**config.mk**
```make
export PLATFORM = sky130hd
export DESIGN_NAME = mem_stage_flat
export DESIGN_NICKNAME = d
export VERILOG_FILES = /design/src/rtl/mem_stage_if.sv /design/src/rtl/mem_stage.sv /design/src/flat_wrapper.sv
export SDC_FILE = /design/constraint.sdc
export NUM_CORES = 1
export LEC_CHECK = 0
export BUFFER_PORTS_ARGS = -buffer_cell sky130_fd_sc_hd__buf_2
export CAP_MARGIN = 30
export CORE_AREA = 2 2 165 167
export DETAILED_ROUTE_END_ITERATION = 10
export DIE_AREA = 0 0 167 169
export MAX_ROUTING_LAYER = met4
export PLACE_DENSITY_LB_ADDON = 0.15
export SLEW_MARGIN = 0
export SYNTH_ARGS = -nofsm -noshare
export SYNTH_HDL_FRONTEND = slang
export SYNTH_SLANG_ARGS = --single-unit
```
**constraint.sdc**
```tcl
create_clock -name clk -period 3.6 [get_ports clk]
set_input_delay 0.54 -clock clk [delete_from_list [all_inputs] [get_ports clk]]
set_output_delay 0.54 -clock clk [all_outputs]
set_load 0.05 [all_outputs]
```
**src/rtl/mem_stage_if.sv**
```systemverilog
// EX/MEM/WB/ID connection bundle for the memory-access stage.
interface mem_stage_if #(
    parameter int EX_TO_MEM_WD = 145,
    parameter int MEM_TO_WB_WD = 136,
    parameter int MEM_TO_ID_WD = 104
);
    logic [5:0]              stall;
    logic [EX_TO_MEM_WD-1:0] ex_to_mem_bus;
    logic [31:0]             data_sram_rdata;
    logic                    data_ok;
    logic [MEM_TO_WB_WD-1:0] mem_to_wb_bus;
    logic [MEM_TO_ID_WD-1:0] mem_to_id_bus;
    logic                    stallreq_mem;

    // Pipeline / stall-controller side.
    modport master (
        output stall, ex_to_mem_bus, data_sram_rdata, data_ok,
        input  mem_to_wb_bus, mem_to_id_bus, stallreq_mem
    );

    // Memory stage side.
    modport slave (
        input  stall, ex_to_mem_bus, data_sram_rdata, data_ok,
        output mem_to_wb_bus, mem_to_id_bus, stallreq_mem
    );
endinterface

```
**src/rtl/mem_stage.sv**
```systemverilog
// Memory-access stage: registers the EX bus, waits for SRAM load data,
// aligns/extends it, and keeps returned data across downstream stalls.
module mem_stage #(
    parameter int EX_TO_MEM_WD = 145,
    parameter int MEM_TO_WB_WD = 136,
    parameter int MEM_TO_ID_WD = 104
) (
    input logic        clk,
    input logic        rst,
    mem_stage_if.slave io
);
    logic [EX_TO_MEM_WD-1:0] bus_r;
    logic                    buf_valid;
    logic [31:0]             rdata_buf;

    logic        hi_we, lo_we;
    logic [31:0] hi_ex, lo_ex, mem_pc;
    logic        data_ram_en;
    logic [3:0]  data_ram_wen;
    logic        sel_rf_res, rf_we;
    logic [4:0]  rf_waddr;
    logic [31:0] ex_result;
    logic [2:0]  ld_type;

    logic        bus_load, bus_bubble, buf_clear;
    logic        pending, occupied;
    logic [31:0] raw, aligned, rf_wdata;
    logic [7:0]  sel_byte;
    logic [15:0] sel_half;
    logic [MEM_TO_WB_WD-1:0] wb_bus;
    logic [MEM_TO_ID_WD-1:0] id_bus;

    assign {hi_we, lo_we, hi_ex, lo_ex, mem_pc, data_ram_en, data_ram_wen,
            sel_rf_res, rf_we, rf_waddr, ex_result, ld_type} = bus_r;

    assign bus_load   = ~io.stall[4];
    assign bus_bubble = io.stall[4] & ~io.stall[5];
    assign buf_clear  = bus_load | bus_bubble;

    assign pending = data_ram_en & ~buf_valid;
    assign raw     = buf_valid ? rdata_buf : io.data_sram_rdata;

    // EX->MEM pipeline register: reset, bubble, advance, else hold.
    always_ff @(posedge clk) begin
        if (rst) begin
            bus_r <= '0;
        end else if (bus_bubble) begin
            bus_r <= '0;
        end else if (bus_load) begin
            bus_r <= io.ex_to_mem_bus;
        end
    end

    // Capture returned SRAM data so a downstream stall cannot lose it;
    // any change of the instruction in MEM discards the buffer.
    always_ff @(posedge clk) begin
        if (rst || buf_clear) begin
            buf_valid <= 1'b0;
            rdata_buf <= '0;
        end else if (io.data_ok && pending) begin
            buf_valid <= 1'b1;
            rdata_buf <= io.data_sram_rdata;
        end
    end

    // Byte/halfword selection and sign/zero extension of the load data.
    always_comb begin
        sel_byte = raw[7:0];
        sel_half = ex_result[1] ? raw[31:16] : raw[15:0];
        aligned  = raw;
        case (ex_result[1:0])
            2'd0: sel_byte = raw[7:0];
            2'd1: sel_byte = raw[15:8];
            2'd2: sel_byte = raw[23:16];
            default: sel_byte = raw[31:24];
        endcase
        case (ld_type)
            3'd1: aligned = {{24{sel_byte[7]}}, sel_byte};
            3'd2: aligned = {24'd0, sel_byte};
            3'd3: aligned = {{16{sel_half[15]}}, sel_half};
            3'd4: aligned = {16'd0, sel_half};
            default: aligned = raw;
        endcase
    end

    // Result selection and output bus assembly; an empty slot drives zeros.
    always_comb begin
        occupied = |bus_r;
        rf_wdata = sel_rf_res ? aligned : ex_result;
        wb_bus   = '0;
        id_bus   = '0;
        if (occupied) begin
            wb_bus = {hi_we, lo_we, hi_ex, lo_ex, mem_pc, rf_we, rf_waddr, rf_wdata};
            id_bus = {hi_we, lo_we, hi_ex, lo_ex, rf_we, rf_waddr, rf_wdata};
        end
    end

    assign io.mem_to_wb_bus = wb_bus;
    assign io.mem_to_id_bus = id_bus;
    assign io.stallreq_mem  = pending & ~io.data_ok;
endmodule

```
**src/flat_wrapper.sv**
```systemverilog
// flat-port wrapper written by rule: the top's interface ports become plain ports
module mem_stage_flat 
#(
    parameter int EX_TO_MEM_WD = 145,
    parameter int MEM_TO_WB_WD = 136,
    parameter int MEM_TO_ID_WD = 104
)
  (clk, rst, io_stall, io_ex_to_mem_bus, io_data_sram_rdata, io_data_ok, io_mem_to_wb_bus, io_mem_to_id_bus, io_stallreq_mem);
  mem_stage_if #(.EX_TO_MEM_WD(EX_TO_MEM_WD), .MEM_TO_WB_WD(MEM_TO_WB_WD), .MEM_TO_ID_WD(MEM_TO_ID_WD)) io_i ();
  input logic clk;
  input logic rst;
  input wire logic [$bits(io_i.stall)-1:0] io_stall;
  input wire logic [$bits(io_i.ex_to_mem_bus)-1:0] io_ex_to_mem_bus;
  input wire logic [$bits(io_i.data_sram_rdata)-1:0] io_data_sram_rdata;
  input wire logic [$bits(io_i.data_ok)-1:0] io_data_ok;
  output wire logic [$bits(io_i.mem_to_wb_bus)-1:0] io_mem_to_wb_bus;
  output wire logic [$bits(io_i.mem_to_id_bus)-1:0] io_mem_to_id_bus;
  output wire logic [$bits(io_i.stallreq_mem)-1:0] io_stallreq_mem;
  assign io_i.stall = io_stall;
  assign io_i.ex_to_mem_bus = io_ex_to_mem_bus;
  assign io_i.data_sram_rdata = io_data_sram_rdata;
  assign io_i.data_ok = io_data_ok;
  assign io_mem_to_wb_bus = io_i.mem_to_wb_bus;
  assign io_mem_to_id_bus = io_i.mem_to_id_bus;
  assign io_stallreq_mem = io_i.stallreq_mem;
  mem_stage #(.EX_TO_MEM_WD(EX_TO_MEM_WD), .MEM_TO_WB_WD(MEM_TO_WB_WD), .MEM_TO_ID_WD(MEM_TO_ID_WD)) u_core (.clk(clk), .rst(rst), .io(io_i));
endmodule
```
# Word-level counts from Yosys, hierarchy flattened
# Cells that the tools add are included.
# word_totals
in_bits	186
regBits	178
# op_classes
eq_ne	6
n_reduce_logical	5
bitwise	8
muxes	7
# ops
op	n
$reduce_or 145->1	1
$mux 136	1
$pmux 32 s4	1
$mux 104	1
$mux 32	2
$pmux 8 s3	1
$mux 16	1
$eq 3x2->1 const B	2
$not 1->1	4
$and 1x1->1	3
$eq 3x1->1 const B	1
$eq 3x3->1 const B	1
$eq 2x1->1 const B	1
$eq 2x2->1 const B	1
$logic_not 2->1	1
$reduce_or 2->1	1
$logic_and 1x1->1	1
$logic_or 1x1->1	1
$or 1x1->1	1

# Logic depth before layout (Yosys ltp)
# Gate-level depths: netlist of run 1.
# depth
word_depth	5
mapped_depth	8
mapped_depth_nobuf	4

# Worst setup path after synthesis of run 1
# No wires, ideal clock.
# synth_timing
kind	reg2out
start	register u_core.bus_r[0]
end	output port io_mem_to_wb_bus[24]
required_time_ps	3060
stages_incl_launch_ff	7
n_path_buf	3
slack_ps	-491
arrival_ps	3551
path_cell_list	dfxtp_1 buf_2 or3_1 and2_1 clkbuf_1 o311ai_0 buf_4
# synth_via
elab_chain_len	4
word_cells_on_any_way	8
# synth_rtl
element	line	text
start, declared	mem_stage.sv:12	logic [EX_TO_MEM_WD-1:0] bus_r;
start signal, assigned	mem_stage.sv:50	bus_r <= io.ex_to_mem_bus;
$eq 3x3->1 (tied with other cells)	mem_stage.sv:77	case (ld_type)
$pmux 32 s4	mem_stage.sv:77	
$mux 32	mem_stage.sv:89	rf_wdata = sel_rf_res ? aligned : ex_result;
$mux 136 *	mem_stage.sv:92	if (occupied) begin
end, declared	flat_wrapper.sv:16	output wire logic [$bits(io_i.mem_to_wb_bus)-1:0] io_mem_to_wb_bus;
# Mark *: on every way between the ends. The rest lies on a longest branch, timed or not.

# Final worst setup path of run 1
# layout_timing
start	register u_core.bus_r[4]
end	output port io_mem_to_id_bus[25]
# layout_via
elab_chain_len	5
word_cells_on_any_way	9
# layout_rtl
element	line	text
$eq 2x2->1 (tied with other cells)	mem_stage.sv:71	case (ex_result[1:0])
$pmux 8 s3	mem_stage.sv:71	
$pmux 32 s4	mem_stage.sv:77	
$mux 32	mem_stage.sv:89	
$mux 104 *	mem_stage.sv:92	
end, declared	flat_wrapper.sv:17	output wire logic [$bits(io_i.mem_to_id_bus)-1:0] io_mem_to_id_bus;
# Marked as above.

==> flow_summary.yaml, run 1 <==
cells_and_area:
  drive_gt1_share_pct: 41.6
  areaGrowthSynthToFinish_pct: 21.5
  finalInstanceArea_sq_um: 10500
  final-instance-count-excl-fill: 1541
  final_nets: 1364
critical_path:
  crit_slowest_cell: "mux4_2"
  arrival_ns: 2.86
  worstPathCellList: "mux4_2, mux2_4, a41oi_2, buf_4, o311ai_0, buf_2"
  critPathKind: "flip-flop to output port"
  crit_required_ns: 3.06
  cp_slowest_stage_delay_ns: 0.61
  worstSetupEndpointType: "output port"
  crit_path_start_kind: "flip-flop"
  crit_fanout: 14
drt:
  routed_wirelength_mm: 26.4
  via_per_inst: 4.55
  wl_per_cell_um: 17.1
  first_pass_iters: 5
  vias: 7011
  drcViolationCount: 0
  drt_iter0_drc: 345
  ant_nets: 0
die:
  initial_utilization_pct: 32.5
  rows: 60
  pin_count: 427
  die_w_um: 167
  die_y_um: 169
  dieArea_sq_um: 28200
  core_area_sq_um: 26500
sta:
  fmax_mhz: 294
  min_period_over_period_pct: 94.4
  tns_ns: 0
  timing.final.max_slew_violations: 0
  tightest_slew_ns: 0.868
  post-route-min-period_ns: 3.40
  rsz0062_at_grt: "false"
  holdWs_ns: 0.333
  clock_skew_ns: 0.0110
  hold_viol: 0
  setup_ws_ns: 0.203
  setup_violations: 0
  worst_slew_margin_rel_pct: 42.1
cts:
  cts_setup_buffers: 0
  cts-root-buf: "clkbuf_16"
  cts_hold_buffers: 0
  cts_tree: "yes"
  cts_repair_resize_count: 0
  clockBufferDepth: 2
  insertion_delay_ns: 0.43
  cts-buffers-inserted: 17
  cts.sinks: 174
  htreeDepth: 4
  clk_pin_slew_ns: 0.08
grt:
  antenna_found_initial: 8
  grt_pass1_vias: 6536
  grt_max_degree: 66
  grt_usage_pct: 18.5
  grt-ovfl-total: 0
  grt_pass1_wl_mm: 39.0
outcome:
  status: "finished, final reports clean"
worst_hold_path:
  min_path_type: "input pin to flip-flop"
logic_synthesis:
  synth_top_cell_by_area: "dfxtp_1"
  post_synth.cell_area_avg_sq_um: 8.62
  syn_area_sq_um: 8610
  ys_seq_area_share_pct: 40.5
  ys_seq_elements: 174
  synthTopCellsByArea: "dfxtp_1 (40%), mux2i_1 (18%), buf_4 (9.1%)"
  synth_top_cell_area_share_pct: 40.5
  netlist_instances: 999
  syn-num-nets: 1185
  ys_types: 39
  yosys_warnings: 0
place:
  dpl_worst_slack_ns: 0.611
  place_inst: 1500
  port_buffers: 418
  gp_congestion: 0.837
  place_area_sq_um: 9840
  post-dp-hpwl_mm: 20.0
job:
  cap_violations: 0
power:
  vdd_drop_max_v: 0.000234
  p_leak_nw: 5.22
  power.density_nw_per_um2: 495
final cells by class:
class,instances,area [sq um]
Tap cell,341,427
Sequential cell,174,3480
Multi-Input combinational cell,549,3680
Clock inverter,14,170
Clock buffer,18,429
Antenna cell,9,22.5
Inverter,4,15.0
Timing Repair Buffer,432,2230
Fill cell,2759,16000
state kept, by name (all words and copies together), names as in the netlist:
signal            count
u_core.rdata_buf     32
u_core.buf_valid      1
u_core.bus_r        141
layer usage:
metal  vias to the layer above  GRT usage [%]  share of wire, %  wire (um)
li1                       3517              -                 -          -
met1                      3230           22.6                43      11400
met4                         0           5.10               1.3        348
met2                       246           30.5                49      13000
met3                        18           4.91               6.6       1750
met5                         -              -                 0          0
path summary, 6_finish.rpt:
check                                           start              endpoint  slack [ns]  depth (start not counted)
worst max register to register       u_core.buf_valid  u_core.rdata_buf[22]        1.82                          5
worst min register to register   u_core.rdata_buf[16]  u_core.rdata_buf[16]        0.45                          2
worst min-delay path            io_ex_to_mem_bus[124]     u_core.bus_r[124]        0.33                          3
worst max-delay path                  u_core.bus_r[4]  io_mem_to_id_bus[25]        0.20                          6
placed cells by master, fill, tap and decap left out, types with 2 or more instances in the layout:
master / netlist / routed
mux2i_1: 155 / 155
mux4_2: 9 / 9
o311ai_0: 4 / 4
buf_12: 0 / 2
mux2_2: 18 / 18
nor2_1: 168 / 168
clkbuf_16: 0 / 17
dfxtp_1: 174 / 173
inv_1: 4 / 4
and2_1: 2 / 2
o311ai_1: 3 / 3
a41oi_1: 2 / 2
and3b_1: 3 / 3
buf_4: 104 / 12
o22ai_1: 2 / 2
nand3_1: 7 / 7
a21oi_1: 48 / 48
diode_2: 0 / 9
a221oi_1: 15 / 15
inv_8: 0 / 2
nand2_1: 82 / 82
clkinv_8: 0 / 3
nand3b_1: 4 / 4
clkinv_4: 0 / 2
o21ai_0: 8 / 8
nand2b_1: 2 / 2
buf_2: 7 / 417
inv_6: 0 / 5
nor3b_1: 3 / 3
where the power goes:
| part | total [mW] | leakage (nW) | switching, mW | internal [mW] |
|---|---|---|---|---|
| registers | 2.06 | 1.42 | 0.0595 | 2.00 |
| clock network | 1.89 | 0.289 | 0.896 | 0.995 |
| logic | 1.22 | 3.51 | 0.896 | 0.329 |
| total | 5.18 | 5.22 | 1.85 | 3.33 |
critical path, delay by kind of cell, from the launching register on:
family                 cells  cell delay [ns]
AO/OA/AOI/OAI              2             0.43
buffers and inverters      2             0.52
flip-flops                 1             0.54
multiplexers               2             0.94
Yosys cell counts:
cell / instances
a211o_1: 1
a211oi_4: 1
a21o_1: 1
a21oi_1: 48
a221o_1: 1
a221oi_1: 15
a22oi_1: 1
a41oi_1: 2
a41oi_2: 1
and2_1: 2
and3_1: 1
and3b_1: 3
buf_1: 19
buf_2: 7
buf_4: 104
buf_6: 2
clkbuf_1: 140
dfxtp_1: 174
inv_1: 4
mux2_2: 18
mux2_4: 1
mux2i_1: 155
mux4_2: 9
nand2_1: 82
nand2b_1: 2
nand3_1: 7
nand3b_1: 4
nor2_1: 168
nor2b_1: 1
nor3b_1: 3
o21a_1: 1
o21ai_0: 8
o22ai_1: 2
o311ai_0: 4
o311ai_1: 3
o32a_1: 1
or3_1: 1
or3b_2: 1
xor2_1: 1
cells by family after synthesis:
logic type             share of synthesized area [%]
flip-flops                                      40.5
XOR/XNOR                                       0.102
AND/OR/NAND/NOR                                 12.8
AO/OA/AOI/OAI                                   6.86
buffers and inverters                           16.8
multiplexers                                    22.9
stage by stage:
step	utilization, %	power, mW
CTS	39.4	5.25
finish	39.5	5.18
global placement	37.1	3.34
global route	39.5	5.40
detailed placement	37.1	3.34
floorplan	-	3.11
Power figures use the tool's default switching activity.
==> run 2, diff against run 1 <==
--- a/config.mk
+++ b/config.mk
@@ -5,11 +5,12 @@
 export SDC_FILE = /design/constraint.sdc
 export NUM_CORES = 1
 export LEC_CHECK = 0
+export ABC_AREA = 1
 export BUFFER_PORTS_ARGS = -buffer_cell sky130_fd_sc_hd__buf_2
 export CAP_MARGIN = 30
-export CORE_AREA = 2 2 165 167
+export CORE_AREA = 2 2 167 169
 export DETAILED_ROUTE_END_ITERATION = 10
-export DIE_AREA = 0 0 167 169
+export DIE_AREA = 0 0 169 171
 export MAX_ROUTING_LAYER = met4
 export PLACE_DENSITY_LB_ADDON = 0.15
 export SLEW_MARGIN = 0
==> flow_summary.yaml, run 2 <==
drt:
  via_per_inst: 4.57
  wl_per_cell_um: 16.1
  drcViolationCount: 0
  ant_nets: 0
  vias: 8314
  first_pass_iters: 5
  routed_wirelength_mm: 29.3
  drt_iter0_drc: 521
logic_synthesis:
  ys_seq_area_share_pct: 39.7
  ys_types: 34
  synth-simple-area-share_pct: 24.6
  synthTopCellsByArea: "dfxtp_1 (40%), nand2_1 (18%), a21oi_1 (10%)"
  synth_edf_count: 0
  yosysMostFrequentCell: "nand2_1"
  syn-num-nets: 1487
  synth-compound-area-share_pct: 16.2
  synth_top_family_by_area: "simple AND/OR/NAND/NOR gates"
  synth_top_cell_area_share_pct: 39.7
  synth_xor_area_share_pct: 0
  synth_top_cell_by_area: "dfxtp_1"
  netlist_instances: 1301
  synth.mux.area_fraction_pct: 0
  ys_seq_elements: 174
  synthFlopType: "dfxtp_1"
  synthTopCellsByCount: "nand2_1 (414), a21oi_1 (179), dfxtp_1 (174)"
  yosys_warnings: 0
  synthAdderAreaFrac_pct: 0
  async_flop_share_pct: 0
  post_synth.cell_area_avg_sq_um: 6.75
  syn_area_sq_um: 8780
power:
  p_leak_nw: 5.13
  power_mw: 5.22
  internal_power_mw: 3.40
  power.density_nw_per_um2: 496
  vdd_drop_max_v: 0.000227
  p_sw_mw: 1.83
  power_frac_seq_pct: 39.4
  combPwrFrac_pct: 23.1
  swShare_pct: 35.0
  clkPwrFrac_pct: 37.4
cts:
  clk_pin_slew_ns: 0.08
  htreeDepth: 4
  cts-root-buf: "clkbuf_16"
  insertion_delay_ns: 0.43
  cts_tree: "yes"
  cts.sinks: 174
  cts_setup_buffers: 0
  cts-buffers-inserted: 17
  clockBufferDepth: 2
place:
  dpl_worst_slack_ns: 0.681
  port_buffers: 418
  gp_congestion: 0.899
  post-dp-hpwl_mm: 21.4
sta:
  post-route-min-period_ns: 3.17
  rsz0062_at_grt: "false"
  tightest_slew_ns: 0.771
  setup_ws_ns: 0.430
  setup_violations: 0
  tns_ns: 0
  holdWs_ns: 0.345
  fmax_mhz: 315
  worst_slew_margin_rel_pct: 48.6
  timing.final.max_slew_violations: 0
  clock_skew_ns: 0.00626
  hold_viol: 0
  min_period_over_period_pct: 88.1
critical_path:
  worstSetupEndpointType: "output port"
  critPathKind: "flip-flop to output port"
  crit_path_start_kind: "flip-flop"
  r2r_cells: 6
  arrival_ns: 2.63
  cp-startpoint: "u_core.bus_r[3]"
  setup.worst_path.end: "io_mem_to_id_bus[10]"
  rr_endpoint: "u_core.rdata_buf[1]"
  r2r_setup_slack_ns: 1.96
  crit_fanout: 8
  crit_required_ns: 3.06
  r2r_start: "u_core.buf_valid"
cells_and_area:
  mostFrequentLayoutCells: "buf_2 (417), nand2_1 (414), a21oi_1 (179)"
  final_nets: 1646
  top_register: "u_core.bus_r"
  largest_reg_flops: 141
  final_common_cell: "buf_2"
  multi_input_area_sq_um: 3590
  seqCellArea_sq_um: 3490
  nFillCells: 2999
  top_regs: "u_core.bus_r (141), u_core.rdata_buf (32), u_core.buf_valid (1)"
  drive_gt1_share_pct: 34.5
  areaGrowthSynthToFinish_pct: 19.8
die:
  dieArea_sq_um: 28900
  pin_count: 427
  die_w_um: 169
  rows: 61
  core_area_sq_um: 27300
  initial_utilization_pct: 32.1
  die_y_um: 171
grt:
  grt_pass1_vias: 7575
  antenna_found_initial: 4
  grt_pass1_wl_mm: 43.0
  grt_max_degree: 143
  grt-ovfl-total: 0
  grt_usage_pct: 20.0
worst_hold_path:
  hold_path_depth: 3
  min_path_type: "input pin to flip-flop"
job:
  cap_violations: 0
outcome:
  status: "finished, final reports clean"
-- run 2: cell types whose count changed in the layout (fill, tap and decap cells not counted), sizes merged, moves of 35 or more --
cell | before | now
a21oi | 48 | 190
nand2 | 82 | 428
mux2i | 155 | 0
inv | 11 | 46
nor2 | 168 | 64
o21ai | 8 | 50
-- run 2: logic make-up (layout without fill, tap and decap cells) --
| logic type | Yosys count | in the layout |
|---|---|---|
| AO/OA/AOI/OAI | 264 | 264 |
| buffers and inverters | 332 | 502 |
| other | 0 | 4 |
| AND/OR/NAND/NOR | 531 | 531 |
| flip-flops | 174 | 174 |
-- run 2: final cells by class --
class	count	area share, %
tap	346	4.11
inverter	41	1.52
sequential	174	33.1
clock inverter	13	1.69
clock buffer	17	4.04
multi-input combinational	795	34.1
antenna	4	0.0951
timing repair buffer	431	21.3
-- run 2: metrics by stage --
step / util [%] / std cells / area [sq um]
final: 38.5 / 1821 / 10500
after CTS: 38.5 / 1817 / 10500
after floorplan: - / 1301 / 8780
after global placement: 36.3 / 1787 / 9910
after detailed placement: 36.3 / 1787 / 9910
after global routing: 38.5 / 1821 / 10500
-- run 2: power groups by stage --
| stage | sequential, mW | combinational (mW) | clock [mW] |
|---|---|---|---|
| floorplan | 2.07 | 1.00 | 0 |
| global placement | 2.10 | 1.22 | 0 |
| detailed placement | 2.10 | 1.22 | 0 |
| CTS | 2.06 | 1.22 | 2.01 |
| global route | 2.07 | 1.29 | 2.09 |
| finish | 2.06 | 1.21 | 1.95 |
-- run 2: how the worst min path moves through the flow --
stage	from	endpoint	slack [ns]
after global placement	u_core.rdata_buf[6]	u_core.rdata_buf[6]	0.45
after detailed placement	u_core.rdata_buf[25]	u_core.rdata_buf[25]	0.45
after CTS	io_ex_to_mem_bus[124]	u_core.bus_r[124]	0.33
final	io_ex_to_mem_bus[136]	u_core.bus_r[136]	0.35
after floorplan	u_core.rdata_buf[1]	u_core.rdata_buf[1]	0.43
after global routing	io_ex_to_mem_bus[124]	u_core.bus_r[124]	0.32
-- run 2: layer usage --
metal	part of all wire (%)	track usage, %	up-vias
li1	-	-	4272
met1	45	25.5	3744
met2	48	32.6	284
met3	5.8	4.58	14
met4	0.94	4.05	0
met5	0	-	-
-- run 2: critical path, stage by stage (launching register included) --
cell and delay, ns:
dfxtp_1 0.52, inv_2 0.13, nor2_4 0.19, nand2_1 0.08
nand2_1 0.06, inv_1 0.05, nand2_2 0.07, nand3_2 0.11
nand2_2 0.18, nor2_1 0.07, o21ai_0 0.39, buf_2 0.35
-- run 2: timing repair --
item,in CTS,in global routing
hold endpoints to repair,0,0
gates resized for setup,0,1
setup endpoints to repair,0,2
hold buffers,0,0
==> run 3, diff against run 2 <==
--- a/config.mk
+++ b/config.mk
@@ -12,8 +12,8 @@
 export DETAILED_ROUTE_END_ITERATION = 10
 export DIE_AREA = 0 0 169 171
 export MAX_ROUTING_LAYER = met4
-export PLACE_DENSITY_LB_ADDON = 0.15
-export SLEW_MARGIN = 0
+export PLACE_DENSITY = 0.61
+export SLEW_MARGIN = 20
 export SYNTH_ARGS = -nofsm -noshare
 export SYNTH_HDL_FRONTEND = slang
 export SYNTH_SLANG_ARGS = --single-unit
==> flow_summary.yaml, run 3 <==
outcome:
  status: "aborted with a tool error"
  flow.stopped_at: "detailed routing (5_2_route)"
  error: "[ERROR DRT-0255] Maze Route cannot find path of net clk in worker of routeBox ( 144900 0 ) ( 169000 48300 )."
grt:
  grt-ovfl-total: 0
  grt_max_degree: 143
  antenna_found_initial: 4
  grt_pass1_wl_mm: 41.9
  grt_usage_pct: 19.1
  grt_pass1_vias: 7663
logic_synthesis:
  yosysMostFrequentCell: "nand2_1"
  ys_types: 34
  synthFlopType: "dfxtp_1"
  async_flop_share_pct: 0
  ys_seq_area_share_pct: 39.7
  netlist_instances: 1301
  post_synth.cell_area_avg_sq_um: 6.75
  synth_edf_count: 0
  ys_seq_elements: 174
  synth_top_cell_area_share_pct: 39.7
  synth_top_cell_by_area: "dfxtp_1"
  synthTopCellsByCount: "nand2_1 (414), a21oi_1 (179), dfxtp_1 (174)"
  synthTopCellsByArea: "dfxtp_1 (40%), nand2_1 (18%), a21oi_1 (10%)"
  syn_area_sq_um: 8780
  yosys_warnings: 0
  syn-num-nets: 1487
place:
  gp_congestion: 0.927
  place_area_sq_um: 9900
  post-dp-hpwl_mm: 20.7
  port_buffers: 418
  place_inst: 1787
die:
  rows: 61
  die_y_um: 171
  die_w_um: 169
  pin_count: 427
  initial_utilization_pct: 32.1
cts:
  cts_repair_resize_count: 0
  cts-root-buf: "clkbuf_16"
  htreeDepth: 4
  cts_hold_buffers: 0
  cts_setup_buffers: 0
  clockBufferDepth: 2
  cts.sinks: 174
  cts-buffers-inserted: 17
run 3: cell counts after synthesis:
Identical to the previous run, type by type.
run 3: logic make-up after synthesis:
group,synth area share [%]
buffers and inverters,19.6
AND/OR/NAND/NOR,24.6
AO/OA/AOI/OAI,16.2
flip-flops,39.7
run 3: per-stage QoR:
| stage | utilization (%) | worst slack (ns) |
|---|---|---|
| floorplan | - | 0.408 |
| global route | 38.4 | 0.0203 |
| CTS | 38.4 | 0.248 |
| detailed placement | 36.2 | 0.735 |
| global placement | 36.2 | 0.754 |
run 3: metal layers:
metal and GRT usage (%):
met1 23.7, met2 30.9, met3 4.83, met4 5.43, met5 -
==> run 4, diff against run 3 <==
--- a/config.mk
+++ b/config.mk
@@ -11,8 +11,7 @@
 export CORE_AREA = 2 2 167 169
 export DETAILED_ROUTE_END_ITERATION = 10
 export DIE_AREA = 0 0 169 171
-export MAX_ROUTING_LAYER = met4
-export PLACE_DENSITY = 0.61
+export PLACE_DENSITY_LB_ADDON = 0.15
 export SLEW_MARGIN = 20
 export SYNTH_ARGS = -nofsm -noshare
 export SYNTH_HDL_FRONTEND = slang
==> flow_summary.yaml, run 4 (synthesis gave the netlist of run 2 again) <==
power:
  p_sw_mw: 1.83
  vdd_drop_max_v: 0.000228
  swShare_pct: 35.1
  power.density_nw_per_um2: 497
  p_leak_nw: 5.13
  combPwrFrac_pct: 23.1
  clkPwrFrac_pct: 37.5
  power_frac_seq_pct: 39.4
  internal_power_mw: 3.40
outcome:
  status: "finished, final reports clean"
drt:
  vias: 8280
  ant_nets: 0
  first_pass_iters: 5
  via_per_inst: 4.54
  wl_per_cell_um: 16.1
  drcViolationCount: 0
  drt_iter0_drc: 523
  routed_wirelength_mm: 29.3
cts:
  cts_setup_buffers: 0
  clockBufferDepth: 2
  cts.sinks: 174
  cts_tree: "yes"
  cts-buffers-inserted: 17
  clk_pin_slew_ns: 0.08
  insertion_delay_ns: 0.42
  htreeDepth: 4
  cts-root-buf: "clkbuf_16"
cells_and_area:
  drive_gt1_share_pct: 34.5
  largest_reg_flops: 141
  nFillCells: 2998
  final_common_cell: "buf_2"
  areaGrowthSynthToFinish_pct: 19.9
  mostFrequentLayoutCells: "buf_2 (417), nand2_1 (414), a21oi_1 (179)"
  final_nets: 1646
  top_regs: "u_core.bus_r (141), u_core.rdata_buf (32), u_core.buf_valid (1)"
  top_register: "u_core.bus_r"
critical_path:
  worstPathCellList: "inv_2, nor2_4, nand2_1, nand2_1, inv_1, nand2_2, nand3_2, nand2_2, nor2_1, o21ai_0, buf_2"
  critPathKind: "flip-flop to output port"
  worstSetupEndpointType: "output port"
  crit_buf_inv: 3
  crit_slowest_cell: "dfxtp_1"
  crit_fanout: 8
  cp_slowest_stage_delay_ns: 0.52
  crit_path_start_kind: "flip-flop"
  critPathTopFamily: "simple AND/OR/NAND/NOR gates"
  arrival_ns: 2.68
  r2r_setup_slack_ns: 1.95
  crit_required_ns: 3.06
die:
  die_y_um: 171
  dieArea_sq_um: 28900
  initial_utilization_pct: 32.1
  core_area_sq_um: 27300
  rows: 61
  pin_count: 427
  die_w_um: 169
sta:
  post-route-min-period_ns: 3.22
  worst_slew_margin_rel_pct: 49.7
  fmax_mhz: 310
  tns_ns: 0
  clock_skew_ns: 0.00475
  tightest_slew_ns: 0.754
  rsz0062_at_grt: "false"
  hold_viol: 0
  setup_violations: 0
  setup_ws_ns: 0.376
  min_period_over_period_pct: 89.6
  timing.final.max_slew_violations: 0
job:
  cap_violations: 0
grt:
  grt-ovfl-total: 0
  antenna_found_initial: 4
  grt_pass1_vias: 7521
  grt_usage_pct: 19.4
  grt_max_degree: 143
  grt_pass1_wl_mm: 43.1
place:
  post-dp-hpwl_mm: 21.4
  port_buffers: 418
  dpl_worst_slack_ns: 0.681
  gp_congestion: 0.884
worst_hold_path:
  min_path_type: "input pin to flip-flop"
[run 4: final timing paths]
check	from	end	depth (start not counted)
worst min-delay path	io_ex_to_mem_bus[80]	u_core.bus_r[80]	3
worst max register to register	u_core.buf_valid	u_core.rdata_buf[1]	6
worst min register to register	u_core.rdata_buf[10]	u_core.rdata_buf[10]	2
worst max-delay path	u_core.bus_r[3]	io_mem_to_id_bus[10]	11
[run 4: per-stage QoR]
stage	power, mW	util [%]	instances	area, sq um	hold slack (ns)
final	5.23	38.5	1822	10500	0.345
after floorplan	3.08	-	1301	8780	0.434
after CTS	5.29	38.5	1817	10500	0.328
after detailed placement	3.32	36.3	1787	9910	0.450
after global routing	5.45	38.5	1817	10500	0.328
after global placement	3.32	36.3	1787	9910	0.446
[run 4: power groups by stage]
stage	Sequential, mW	Combinational [mW]	Clock (mW)
after detailed placement	2.10	1.22	0
after global placement	2.10	1.22	0
after global routing	2.07	1.29	2.09
after CTS	2.06	1.22	2.01
after floorplan	2.07	1.00	0
final	2.06	1.21	1.96
[run 4: cell type report]
class                      count  area, sq um  share of cell area (%)
multi-input combinational    795         3590                    34.1
sequential                   174         3490                    33.1
timing repair buffer         431         2240                    21.3
tap                          346          433                    4.11
clock buffer                  17          425                    4.04
clock inverter                13          178                    1.69
inverter                      41          160                    1.52
antenna                        5         12.5                   0.119
[run 4: layer usage]
layer	vias up	part of all wire [%]	track usage (%)
li1	4268	-	-
met1	3722	44	25.0
met2	270	48	32.5
met3	20	6.3	4.95
met4	0	1.3	4.72
met5	-	0	0
[run 4: repair_timing]
action | in CTS | in global routing
setup endpoints to repair | 0 | 2
gates resized for setup | 0 | 1
hold buffers | 0 | 0
[run 4: worst register-to-register path: stages, from the launching register on]
cell and delay [ns]:
dfxtp_1 0.39, inv_4 0.13, buf_4 0.23, nand3_1 0.08
buf_4 0.44, nor2_1 0.10, a211oi_1 0.19
